`src/rtl/ecap5_dwbgpio.sv`:
```
// Pipelined Wishbone B4 GPIO responder: LED output register, debounced button
// inputs and sticky rising-edge flags with write-one-to-clear semantics.
module ecap5_dwbgpio #(
  parameter int NB_INPUTS       = 2,
  parameter int NB_OUTPUTS      = 2,
  parameter int DEBOUNCE_CYCLES = 240000
) (
  input  logic                  clk_i,
  input  logic                  rst_i,
  input  logic [31:0]           wb_adr_i,
  output logic [31:0]           wb_dat_o,
  input  logic [31:0]           wb_dat_i,
  input  logic [3:0]            wb_sel_i,
  input  logic                  wb_we_i,
  input  logic                  wb_stb_i,
  output logic                  wb_ack_o,
  input  logic                  wb_cyc_i,
  output logic                  wb_stall_o,
  input  logic [NB_INPUTS-1:0]  gpio_i,
  output logic [NB_OUTPUTS-1:0] gpio_o
);

  localparam int CNT_W = $clog2(DEBOUNCE_CYCLES + 1);
  localparam logic [CNT_W-1:0] CNT_LAST = CNT_W'(DEBOUNCE_CYCLES - 1);

  logic                  req;
  logic                  wr;
  logic [11:0]           word;
  logic [31:0]           wmask;
  logic [31:0]           wdata;
  logic [31:0]           rdata;
  logic [NB_OUTPUTS-1:0] out_q;
  logic [NB_INPUTS-1:0]  sync_meta;
  logic [NB_INPUTS-1:0]  sync_q;
  logic [NB_INPUTS-1:0]  stable_q;
  logic [NB_INPUTS-1:0]  rise;
  logic [NB_INPUTS-1:0]  edge_q;
  logic [NB_INPUTS-1:0]  edge_clr;
  logic [CNT_W-1:0]      cnt_q [NB_INPUTS];
  logic                  ack_q;
  logic [31:0]           dat_q;
  logic                  unused_bits;

  assign req  = wb_cyc_i & wb_stb_i;
  assign wr   = req & wb_we_i;
  assign word = wb_adr_i[13:2];

  always_comb begin
    wmask = '0;
    for (int b = 0; b < 4; b++) begin
      wmask[8*b +: 8] = {8{wb_sel_i[b]}};
    end
  end

  assign wdata = wb_dat_i & wmask;

  always_ff @(posedge clk_i) begin
    if (rst_i) begin
      sync_meta <= '0;
      sync_q    <= '0;
    end else begin
      sync_meta <= gpio_i;
      sync_q    <= sync_meta;
    end
  end

  // A bit is accepted once it has disagreed with the stable value for
  // DEBOUNCE_CYCLES consecutive cycles; any agreement restarts the count.
  always_ff @(posedge clk_i) begin
    if (rst_i) begin
      stable_q <= '0;
      for (int i = 0; i < NB_INPUTS; i++) begin
        cnt_q[i] <= '0;
      end
    end else begin
      for (int i = 0; i < NB_INPUTS; i++) begin
        if (sync_q[i] != stable_q[i]) begin
          if (cnt_q[i] == CNT_LAST) begin
            stable_q[i] <= sync_q[i];
            cnt_q[i]    <= '0;
          end else begin
            cnt_q[i] <= cnt_q[i] + CNT_W'(1);
          end
        end else begin
          cnt_q[i] <= '0;
        end
      end
    end
  end

  always_comb begin
    rise = '0;
    for (int i = 0; i < NB_INPUTS; i++) begin
      rise[i] = sync_q[i] & ~stable_q[i] & (cnt_q[i] == CNT_LAST);
    end
  end

  assign edge_clr = (wr && word == 12'd2) ? wdata[NB_INPUTS-1:0] : '0;

  // OR-ing the new rise after the clear lets a same-cycle set beat the clear.
  always_ff @(posedge clk_i) begin
    if (rst_i) begin
      edge_q <= '0;
    end else begin
      edge_q <= (edge_q & ~edge_clr) | rise;
    end
  end

  always_ff @(posedge clk_i) begin
    if (rst_i) begin
      out_q <= '0;
    end else if (wr && word == 12'd0) begin
      out_q <= (out_q & ~wmask[NB_OUTPUTS-1:0]) | wdata[NB_OUTPUTS-1:0];
    end
  end

  always_comb begin
    rdata = '0;
    case (word)
      12'd0:   rdata[NB_OUTPUTS-1:0] = out_q;
      12'd1:   rdata[NB_INPUTS-1:0]  = stable_q;
      12'd2:   rdata[NB_INPUTS-1:0]  = edge_q;
      default: rdata = '0;
    endcase
  end

  // Every accepted request is answered exactly one cycle later with the
  // register contents as they were at acceptance.
  always_ff @(posedge clk_i) begin
    if (rst_i) begin
      ack_q <= 1'b0;
      dat_q <= '0;
    end else begin
      ack_q <= req;
      dat_q <= req ? rdata : '0;
    end
  end

  assign wb_ack_o   = ack_q;
  assign wb_dat_o   = dat_q;
  assign wb_stall_o = 1'b0;
  assign gpio_o     = out_q;

  assign unused_bits = ^{wb_adr_i[31:14], wb_adr_i[1:0], wdata, wmask};

endmodule

```
`config.mk`:
```
export PLATFORM = sky130hd
export DESIGN_NAME = ecap5_dwbgpio
export DESIGN_NICKNAME = d
export VERILOG_FILES = /design/src/rtl/ecap5_dwbgpio.sv
export SDC_FILE = /design/constraint.sdc
export NUM_CORES = 1
export LEC_CHECK = 0
export CAP_MARGIN = 20
export CORE_MARGIN = 5
export CORE_UTILIZATION = 30
export CTS_CLUSTER_DIAMETER = 40
export DETAILED_ROUTE_END_ITERATION = 7
export GPL_ROUTABILITY_DRIVEN = 0
export PLACE_DENSITY_LB_ADDON = 0.08
export SLEW_MARGIN = 0
export SYNTH_ARGS = -nofsm -noshare
export SYNTH_HDL_FRONTEND = slang
export SYNTH_SLANG_ARGS = --single-unit
```
`constraint.sdc`:
```
create_clock -name clk_i -period 4.47 [get_ports clk_i]
set_input_delay 0.6705 -clock clk_i [delete_from_list [all_inputs] [get_ports clk_i]]
set_output_delay 0.6705 -clock clk_i [all_outputs]
set_load 0.03 [all_outputs]
```
Yosys cells after proc, flatten, opt, wreduce, memory -nomap -nowiden

Memories as Yosys holds them, arrays and structs flattened.
Cells that the tools add are included.

Memory bits (writable): 36
Output and inout bits: 36
Memories kept: 1
Bits of input ports: 75
Word-level logic and storage cells: 78
Register bits after elaboration: 43

Memory list:

| memory | words | width | read ports | clocked after Yosys merged registers in | wr ports | line | source |
|---|---|---|---|---|---|---|---|
| cnt_q  | 2     | 18    | 2          | 0                                       | 2        | 39   | `logic [CNT_W-1:0] cnt_q [NB_INPUTS];` |

Muxes and demuxes: 32
Eq/ne operators: 6
Add/subtract/negate cells: 2
Bitwise operators: 22
Reduce and logical (&&, ||, !) cells: 6

Operator list:

| operator                                                         | count |
|---|---|
| 18-bit two-way mux                                               | 6 |
| 18-bit by 1-bit adder with 18-bit output, second input constant  | 2 |
| 18-bit == test, second input constant                            | 2 |
| 1-bit two-way mux                                                | 24 |
| 12-bit by 1-bit == test with 1-bit output, second input constant | 1 |
| 12-bit by 2-bit == test with 1-bit output, second input constant | 1 |
| 12-bit zero test                                                 | 1 |
| 1-bit AND                                                        | 6 |
| 2-bit AND                                                        | 3 |
| 1-bit bitwise OR                                                 | 6 |
| 2-bit case mux with 3 select lines                               | 1 |
| 2-bit inverter                                                   | 2 |
| 2-bit bitwise OR                                                 | 2 |
| 2-bit AND reduction                                              | 2 |
| 1-bit inverter                                                   | 3 |
| 1-bit logical AND                                                | 2 |
| 2-bit two-way mux                                                | 1 |
| 1-bit inequality test                                            | 2 |
| 2-bit OR reduction                                               | 1 |

Depth between registers and ports, before layout

Gate-level depths: netlist of run 1.
An unclocked memory read counts as a cell.

Depth in word-level cells: 9
Gate-level depth with buffers: 6
Mapped depth without buffers: 5

Worst setup path before layout of run 1

No wires, ideal clock.

Path type: reg2reg
Start: memory cnt_q[1][7] (netlist bit)
End: memory cnt_q[1][10] (netlist bit) (data pin)
Data required time: 4216 ps
Clock period less this slack: 1875 ps
Library setup time: 254 ps
Cell stages (with the launch flop): 6
Slack: 2595 ps
Arrival time: 1620 ps
Path buffers: 1
Cell sequence: edfxtp_1 -> nand4b_1 -> or4_4 -> o21ai_2 -> buf_4 -> nor2_1

RTL lines:

| item        | line |
|---|---|
| from (decl) | 39 |

==> reports/qor.csv, run 1 <==
stage,metric,value,unit
outcome,status,completed,
sta,max-slew violation count,0,
sta,setup violation total in the final timing report,0,
sta,Tmin final,2.27,ns
setup_path,crit path DAT,2.29,ns
clock_tree,cts bufs inserted,5,
synthesis,Main synth FF type,edfxtp_1,
clock_tree,post-cts resize count,0,
floorplanning,Die Width,107,um
global_routing,total grt overflow,0,
route,# DRC,0,
finish,design area,0.00335,sq mm
synthesis,Synth area leader,edfxtp_1,
finish,multi-input logic area,0.00144,sq mm
sta,setup TNS,0,ns
power_and_ir_drop,maximum VDD drop,0.111,mV
sta,Fin. Hold Viols,0,
synthesis,Cells after Synth,291,
placed_design,Placed Area,0.00325,sq mm
route,total number of vias,2055,
setup_path,CP endpoint kind,register,
setup_path,Worst Path Required,4.49,ns
job,MaxCap Viol Count,0,
synthesis,Synth top area share,0.381,
clock_tree,# hold bufs at CTS,0,
finish,layout overhead on the synthesized area,18.2,%
route,routed len/inst,11.6,um
sta,actual slew at the worst max-slew pin,0.732,ns
clock_tree,H-Tree Level Count,2,
global_routing,vias in the first global route,1916,
synthesis,most frequent cells after synthesis,"nor2_1 (44), edfxtp_1 (36), buf_4 (32)",
floorplanning,Die H,107,um
route,number of routed nets with antenna violations,0,
synthesis,Synth area leaders,"edfxtp_1 (38%), dfxtp_1 (9.2%), buf_4 (8.5%), xnor2_1 (5.9%), nor2_1 (5.8%)",
finish,register area,0.00134,sq mm
sta,skew final,0.0127,ns
clock_tree,Post-CTS Setup Bufs,0,
sta,Achievable Freq,440,MHz
global_routing,global-route wire length before repair,9410,um
floorplanning,starting density of the core,0.307,
setup_path,FF-to-FF path depth,4,
global_routing,initial antenna violation count,0,
sta,slew margin rel.,0.512,
setup_path,R2R setup slack,2.20,ns
setup_path,R2R Path Start,cnt_q[1][7],
finish,fill count,966,
sta,Tcrit/Tclk final,0.508,
route,first-pass detailed-route iteration total,4,
clock_tree,worst-skew pair later-pin latency,0.30,ns
route,Avg Vias per Cell,4.25,
floorplanning,I/O Pins,111,
synthesis,synth unique cells,41,
clock_tree,Clk Tree Root Cell,clkbuf_8,
finish,Antenna Cells,0,
synthesis,"count leader, synth",nor2_1,
hold_path,Worst Hold Depth,1,
synthesis,synth warn,0,
synthesis,"EDFF count, synth",36,
hold_path,HP Class,register to register,
hold_path,hold path start,sync_meta[1],
floorplanning,Core Rows,35,
setup_path,reg2reg end,cnt_q[1][14],
setup_path,largest fanout on the critical path,17,
sta,RSZ-0062 raised after global routing,false,
synthesis,Yosys reg bits,49,
clock_tree,CTS tree,done,
finish,Layout Nets,433,
placed_design,number of I/O port buffers,26,
synthesis,syn_area_per_cell,9.74,sq um
synthesis,cell area after synthesis,0.00284,sq mm
setup_path,CP Launch Type,register,
synthesis,"Seq/Total Area, Yosys",0.473,
synthesis,"Async S/R FF share, synth",0,
setup_path,kind of critical path,register to register,
power_and_ir_drop,LEAKAGE,1.17,nW
global_routing,GRT Total Usage,0.101,
power_and_ir_drop,pwr dens,272,mW/mm^2
finish,share of post-route cells with drive strength above 1,0.0451,
clock_tree,clock buffer depth,2,
placed_design,hpwl dp,4290,um
global_routing,pin count of the biggest net entering global routing,18,
clock_tree,clock sinks,49,
route,Total Wirelength,5620,um
route,DR iter-0 viols,104,
floorplanning,core box area,0.00924,sq mm
floorplanning,total die area,0.0115,sq mm
hold_path,hold path endpoint,sync_q[1],
clock_tree,clk slew on worst S/H paths,0.10,ns
## cell families (layout without fill, tap and decap cells)
group / Yosys count / in the layout / synth area share
buffers and inverters: 48 / 47 / 0.106
adders and majority gates: 4 / 4 / 0.0177
other: 2 / 67 / 0.00265
and+or+nand+nor: 134 / 134 / 0.252
DFF: 49 / 49 / 0.473
AOI/OAI and AO/OA: 24 / 24 / 0.0538
xor gates and xnor gates: 26 / 26 / 0.0803
muxes: 4 / 4 / 0.0141
## power breakdown
part           switching (W)  internal [W]  total [W]
sequential         0.0000183      0.000503   0.000522
clock               0.000150      0.000144   0.000294
combinational      0.0000629     0.0000320  0.0000949
## flip-flops by register name (all words and copies together) (netlist names), named ones only
| signal | flops |
|---|---|
| sync_meta | 2 |
| sync_q | 2 |
| wb_ack_o | 1 |
| stable_q | 2 |
| wb_dat_o | 2 |
| edge_q | 2 |
| cnt_q | 36 |
## how the worst max path moves through the flow
stage | to | depth (start not counted) | startpoint | slack [ns]
floorplan | cnt_q[1][10] | 5 | cnt_q[1][7] | 2.60
global placement | cnt_q[1][2] | 4 | rst_i | 1.96
detailed placement | cnt_q[1][3] | 4 | rst_i | 1.95
CTS | cnt_q[1][3] | 4 | cnt_q[1][7] | 2.15
global route | cnt_q[1][14] | 4 | cnt_q[1][7] | 1.95
finish | cnt_q[1][14] | 4 | cnt_q[1][7] | 2.20
## worst max-delay path: stages, from the launching register on
cell and delay (ns):
edfxtp_1 0.48, nand4b_1 0.27, or4_4 0.54, o21ai_2 0.59, nor2_1 0.11
## final cells by class
cell class / instances / share of cell area
inverters: 13 / 0.0146
clock buffers: 7 / 0.0291
clock inverters: 1 / 0.00149
multi-input cells: 259 / 0.429
flip-flops and latches: 49 / 0.400
well taps: 129 / 0.0482
repair buffers: 26 / 0.0777
## cells in the final DEF, fill, tap and decap left out, types with 3 or more instances in the layout
cell type	n
nor2_1	44
a21oi_1	11
or3_1	6
xnor2_1	19
nand3_1	14
edfxtp_1	36
nor4_1	9
mux2i_1	4
nor3_1	11
conb_1	67
nand4_1	11
nand2_1	14
xor2_1	7
o31ai_1	6
dfxtp_1	13
nor2b_1	5
nand4b_1	3
ha_1	4
inv_1	13
clkdlybuf4s50_1	26
clkbuf_8	5
## layer usage
layer	track usage	routed length [um]	up-vias
met5	0	0	-
met4	0.0247	10	0
met3	0.0259	450	2
met2	0.143	2190	63
met1	0.153	2970	922
li1	-	-	1068
## metrics by stage
| stage | worst slack (ns) | utilization | instances | total power, W | hold slack, ns |
|---|---|---|---|---|---|
| 3_5_place_dp | 1.95 | 0.352 | 476 | 0.000625 | 0.424 |
| 6_report | 2.20 | 0.363 | 484 | 0.000910 | 0.454 |
| 2_1_floorplan | 2.60 | - | 356 | 0.000615 | 0.414 |
| 4_1_cts | 2.15 | 0.363 | 484 | 0.000925 | 0.462 |
| 3_3_place_gp | 1.96 | 0.352 | 476 | 0.000626 | 0.429 |
| 5_1_grt | 1.95 | 0.363 | 484 | 0.000955 | 0.476 |
(Power assumes the default switching activity.)
==> run 2: changes to the inputs <==
Clock period 4.47 ns to 2.3 ns, I/O delays scaled along.
==> run 2 against run 1 <==
Compared with the run above: utilization grew 0.74 points; register-to-register slack lost 1.8 ns; power grew 100%; worst hold slack lost 0.0053 ns; clock power grew 110%; worst setup slack lost 1.8 ns; count of clock-buffer cells in the layout shrank 1; cell count grew 1.4%; clock skew shrank 0.0044 ns; critical path type unchanged; largest cell class unchanged; highest routed layer unchanged.
==> reports/qor.csv, run 2 (same netlist as run 1, synthesis figures left out) <==
stage,metric,value,unit,change
power_and_ir_drop,pwr dens,531,mW/mm^2,+96%
route,first-pass detailed-route iteration total,4,,unchanged
finish,Biggest register,cnt_q,,
sta,max-slew violation count,0,,unchanged
sta,Tmin final,1.92,ns,-0.349 ns
route,total number of vias,2101,,+2.2%
setup_path,FF-to-FF path depth,5,,+1
floorplanning,Core Rows,35,,unchanged
finish,most frequent cells in the layout,"conb_1 (67), nor2_1 (44), edfxtp_1 (36)",,
sta,skew final,0.00828,ns,-0.00440 ns
setup_path,kind of critical path,register to register,,
setup_path,largest fanout on the critical path,6,,-11
sta,slew margin rel.,0.651,,+0.139
finish,share of post-route cells with drive strength above 1,0.0608,,+0.0157
power_and_ir_drop,maximum VDD drop,0.242,mV,+120%
route,Avg Vias per Cell,4.28,,+0.78%
floorplanning,total die area,0.0115,sq mm,unchanged
clock_tree,H-Tree Level Count,2,,unchanged
hold_path,Worst Hold Depth,1,,unchanged
finish,fill count,932,,-3.5%
clock_tree,worst-skew pair later-pin latency,0.30,ns,about the same
clock_tree,cts bufs inserted,5,,unchanged
sta,setup TNS,0,ns,unchanged
clock_tree,post-cts resize count,0,,unchanged
sta,setup violation total in the final timing report,0,,unchanged
clock_tree,clock buffer depth,2,,unchanged
sta,Fin. Hold Viols,0,,unchanged
global_routing,GRT Total Usage,0.102,,+0.00104
outcome,status,completed,,
route,DR WL met3,439,um,-2.4%
finish,multi-input logic area,0.00144,sq mm,unchanged
placed_design,number of I/O port buffers,26,,unchanged
finish,layout overhead on the synthesized area,20.6,%,
clock_tree,CTS tree,done,,
route,Total Wirelength,5780,um,+2.9%
hold_path,hold path start,sync_meta[1],,
floorplanning,Die H,107,um,unchanged
sta,Hold WS,0.449,ns,-0.00533 ns
route,DR iter-0 viols,59,,-43%
finish,Antenna Cells,0,,unchanged
route,# DRC,0,,unchanged
global_routing,pin count of the biggest net entering global routing,15,,-3
route,highest metal layer with signal wires,met4,,
placed_design,hpwl dp,4570,um,+6.5%
sta,RSZ-0062 raised after global routing,false,,
setup_path,R2R Path Start,cnt_q[0][0],,
clock_tree,clk slew on worst S/H paths,0.09,ns,about the same
finish,"most common cell after layout, fill and taps aside",conb_1,,
finish,max reg flops,36,,unchanged
finish,Final Util,0.370,,+0.00745
setup_path,CP Cell Sequence,ha_1 -> nand4_2 -> or2_4 -> or4_1 -> a21oi_1,,
clock_tree,Clk Tree Root Cell,clkbuf_8,,
setup_path,Worst Path Required,2.46,ns,-2.03 ns
route,routed len/inst,11.8,um,+1.4%
global_routing,initial antenna violation count,0,,unchanged
power_and_ir_drop,LEAKAGE,1.21,nW,+3.2%
floorplanning,core box area,0.00924,sq mm,unchanged
global_routing,vias in the first global route,1869,,-2.5%
finish,register area,0.00134,sq mm,unchanged
hold_path,hold path endpoint,sync_q[1],,
global_routing,total grt overflow,0,,unchanged
hold_path,HP Class,register to register,,
global_routing,global-route wire length before repair,9360,um,-0.58%
setup_path,reg2reg end,cnt_q[0][16],,
finish,Layout Nets,440,,+1.6%
route,met2 wire length,2240,um,+2.1%
job,MaxCap Viol Count,0,,unchanged
setup_path,CP Launch Type,register,,
sta,Achievable Freq,520,MHz,+18%
floorplanning,I/O Pins,111,,unchanged
floorplanning,Die Width,107,um,unchanged
sta,actual slew at the worst max-slew pin,0.518,ns,-0.214 ns
setup_path,R2R setup slack,0.38,ns,-1.82 ns
clock_tree,# hold bufs at CTS,0,,unchanged
route,number of routed nets with antenna violations,0,,unchanged
route,met1 wire length,3030,um,+2.1%
setup_path,crit path DAT,2.08,ns,-0.21 ns
clock_tree,Post-CTS Setup Bufs,0,,unchanged
setup_path,crit-path max cell delay,0.50,ns,-0.09 ns
setup_path,CP endpoint kind,register,,
clock_tree,clock sinks,49,,unchanged
setup_path,CP Buf/Inv Count,0,,unchanged
floorplanning,starting density of the core,0.307,,unchanged
sta,Tcrit/Tclk final,0.836,,+0.328
setup_path,Slowest cell on crit path,or4_1,,
setup_path,Worst path top cell family by delay,simple AND/OR/NAND/NOR gates,,
run 2: report_power, final:
part / total [W] / internal, W / switching [W] / leakage, nW
clock: 0.000612 / 0.000322 / 0.000291 / 0.0528
sequential: 0.00101 / 0.000978 / 0.0000359 / 0.477
combinational: 0.000190 / 0.0000671 / 0.000123 / 0.679
run 2: worst max path at each step:
stage                   end         from  cells past startpoint
2_1_floorplan  cnt_q[1][10]  cnt_q[1][7]                      5
3_3_place_gp      edge_q[1]  wb_adr_i[9]                      5
3_5_place_dp      edge_q[1]  wb_adr_i[8]                      5
4_1_cts        cnt_q[0][16]  cnt_q[0][0]                      5
5_1_grt        cnt_q[0][16]  cnt_q[0][0]                      5
6_report       cnt_q[0][16]  cnt_q[0][0]                      5
run 2: per-stage QoR:
| step | total power [W] | cell area (sq um) | setup WS [ns] | cells |
|---|---|---|---|---|
| finish | 0.00182 | 3420 | 0.377 | 491 |
| CTS | 0.00184 | 3420 | 0.357 | 491 |
| global route | 0.00191 | 3420 | 0.208 | 491 |
| global placement | 0.00122 | 3310 | 0.324 | 483 |
| detailed placement | 0.00122 | 3310 | 0.300 | 483 |
| floorplan | 0.00119 | 3080 | 0.425 | 356 |
run 2: layout make-up:
cell class | count | area share
Clock buffer | 6 | 0.0212
Clock inverter | 2 | 0.00988
Multi-Input combinational cell | 259 | 0.420
Timing Repair Buffer | 33 | 0.0951
Sequential cell | 49 | 0.392
Inverter | 13 | 0.0143
Tap cell | 129 | 0.0472
run 2: metal layers:
layer  track usage  vias to the layer above
li1              -                     1082
met1         0.150                      954
met2         0.144                       60
met3        0.0295                        5
met4        0.0301                        0
met5             0                        -
==> run 3: changes to the inputs <==
Clock period 2.3 ns to 1.95 ns, I/O delays scaled along.
==> run 3 against run 2 <==
Compared with the run above: routed wire length rose by 1.9%; register-to-register slack got worse by 0.25 ns; global-route usage rose by 0.34 points; power rose by 12%; critical path type unchanged; largest cell class unchanged.
==> reports/qor.csv, run 3 (same netlist as run 1, synthesis figures left out) <==
stage,metric,value,unit,change
floorplanning,total die area,0.0115,sq mm,unchanged
route,routed len/inst,11.7,um,-0.74%
route,DR WL met3,491,um,+12%
power_and_ir_drop,Switching Fraction,0.265,,+0.0180
clock_tree,Post-CTS Setup Bufs,0,,unchanged
clock_tree,post-cts resize count,0,,unchanged
setup_path,R2R setup slack,0.12,ns,-0.25 ns
clock_tree,clk slew on worst S/H paths,0.10,ns,about the same
setup_path,kind of critical path,register to register,,
power_and_ir_drop,pwr dens,581,mW/mm^2,+9.4%
power_and_ir_drop,Clk pwr share,0.295,,-0.042
finish,layout overhead on the synthesized area,23.7,%,
floorplanning,Core Rows,35,,unchanged
job,MaxCap Viol Count,0,,unchanged
setup_path,crit path DAT,1.98,ns,-0.10 ns
route,number of routed nets with antenna violations,0,,unchanged
clock_tree,cts bufs inserted,5,,unchanged
setup_path,reg2reg end,cnt_q[0][17],,
floorplanning,I/O Pins,111,,unchanged
clock_tree,clock sinks,49,,unchanged
setup_path,Worst Path Required,2.10,ns,-0.36 ns
finish,"most common cell after layout, fill and taps aside",conb_1,,
global_routing,initial antenna violation count,0,,unchanged
global_routing,total grt overflow,0,,unchanged
power_and_ir_drop,LEAKAGE,1.27,nW,+5.2%
clock_tree,clock buffer depth,2,,unchanged
hold_path,hold path start,sync_meta[1],,
route,# DRC,0,,unchanged
clock_tree,CTS tree,done,,
clock_tree,# hold bufs at CTS,0,,unchanged
sta,skew final,0.00714,ns,-0.00114 ns
setup_path,FF-to-FF path depth,4,,-1
sta,setup violation total in the final timing report,0,,unchanged
hold_path,HP Class,register to register,,
power_and_ir_drop,maximum VDD drop,0.278,mV,+15%
hold_path,Worst Hold Depth,1,,unchanged
sta,Tmin final,1.83,ns,-0.0964 ns
finish,Layout Nets,453,,+3.0%
power_and_ir_drop,register share of total power,0.582,,+0.024
clock_tree,Clk Tree Root Cell,clkbuf_8,,
sta,Fin. Hold Viols,0,,unchanged
finish,Biggest register,cnt_q,,
finish,share of post-route cells with drive strength above 1,0.0987,,+0.0379
route,first-pass detailed-route iteration total,5,,+1
floorplanning,starting density of the core,0.307,,unchanged
route,met1 wire length,2950,um,-2.7%
power_and_ir_drop,switching pwr,0.000541,W,+20%
sta,Achievable Freq,547,MHz,+5.3%
setup_path,CP Launch Type,register,,
global_routing,pin count of the biggest net entering global routing,18,,+3
floorplanning,core box area,0.00924,sq mm,unchanged
sta,setup TNS,0,ns,unchanged
outcome,status,completed,,
global_routing,GRT Total Usage,0.106,,+0.00335
placed_design,number of I/O port buffers,26,,unchanged
global_routing,global-route wire length before repair,9750,um,+4.2%
placed_design,hpwl dp,4620,um,+1.2%
route,DR iter-0 viols,92,,+56%
finish,fill count,955,,+2.5%
clock_tree,H-Tree Level Count,2,,unchanged
setup_path,R2R Path Start,cnt_q[0][2],,
floorplanning,Die H,107,um,unchanged
floorplanning,Die Width,107,um,unchanged
sta,Tcrit/Tclk final,0.937,,+0.101
power_and_ir_drop,Overall Power,0.00204,W,+12%
setup_path,CP endpoint kind,register,,
setup_path,largest fanout on the critical path,6,,unchanged
route,met2 wire length,2380,um,+6.3%
route,Avg Vias per Cell,4.35,,+1.5%
route,highest metal layer with signal wires,met4,,
clock_tree,worst-skew pair later-pin latency,0.30,ns,about the same
sta,RSZ-0062 raised after global routing,false,,
hold_path,hold path endpoint,sync_q[1],,
power_and_ir_drop,internal power,0.00150,W,+9.5%
route,total number of vias,2190,,+4.2%
finish,Antenna Cells,0,,unchanged
finish,max reg flops,36,,unchanged
global_routing,vias in the first global route,2036,,+8.9%
route,Total Wirelength,5890,um,+1.9%
finish,most frequent cells in the layout,"conb_1 (67), nor2_1 (44), edfxtp_1 (36)",,
sta,max-slew violation count,0,,unchanged
power_and_ir_drop,combinational power share,0.123,,+0.019
## run 3: per-stage QoR
stage               hold WS, ns  cell area, sq um  cells  worst slack (ns)  utilization
floorplan                 0.364              3080    356            0.0751            -
finish                    0.444              3510    504             0.123        0.380
global placement          0.421              3420    496             0.126        0.370
detailed placement        0.428              3420    496             0.125        0.370
global route              0.470              3510    504            0.0196        0.380
CTS                       0.452              3510    504             0.111        0.379
## run 3: per-layer routing
metal	vias up	global-route usage
met5	-	0
met4	0	0.0301
met3	5	0.0289
met2	74	0.162
met1	1002	0.146
li1	1109	-
## run 3: cell type report
cell class	instances	area [sq um]	share of cell area
timing repair buffer	46	435	0.124
clock buffer	6	72.6	0.0207
inverter	13	48.8	0.0139
multi-input combinational	259	1440	0.410
sequential	49	1340	0.382
clock inverter	2	10.0	0.00285
tap	129	161	0.0460
## run 3: worst max-delay path by stage
stage,from,to,slack (ns),depth (start not counted)
finish,cnt_q[0][2],cnt_q[0][17],0.12,4
global route,cnt_q[0][1],cnt_q[0][16],0.02,5
CTS,cnt_q[0][1],cnt_q[0][16],0.11,5
detailed placement,cnt_q[0][1],cnt_q[0][16],0.13,5
global placement,cnt_q[1][1],cnt_q[1][14],0.13,5
floorplan,cnt_q[1][7],cnt_q[1][9],0.08,5
## run 3: critical path, stage by stage (launching register included)
cell      delay [ns]
edfxtp_1        0.49
nand3_2         0.13
or3_4           0.43
or4_1           0.48
a21oi_1         0.16
## run 3: power by group through the flow
| stage | sequential, W | combinational, W | clock (W) |
|---|---|---|---|
| after global routing | 0.00119 | 0.000276 | 0.000677 |
| after floorplan | 0.00121 | 0.000202 | 0 |
| final | 0.00119 | 0.000251 | 0.000601 |
| after CTS | 0.00119 | 0.000249 | 0.000636 |
| after detailed placement | 0.00121 | 0.000247 | 0 |
| after global placement | 0.00121 | 0.000247 | 0 |
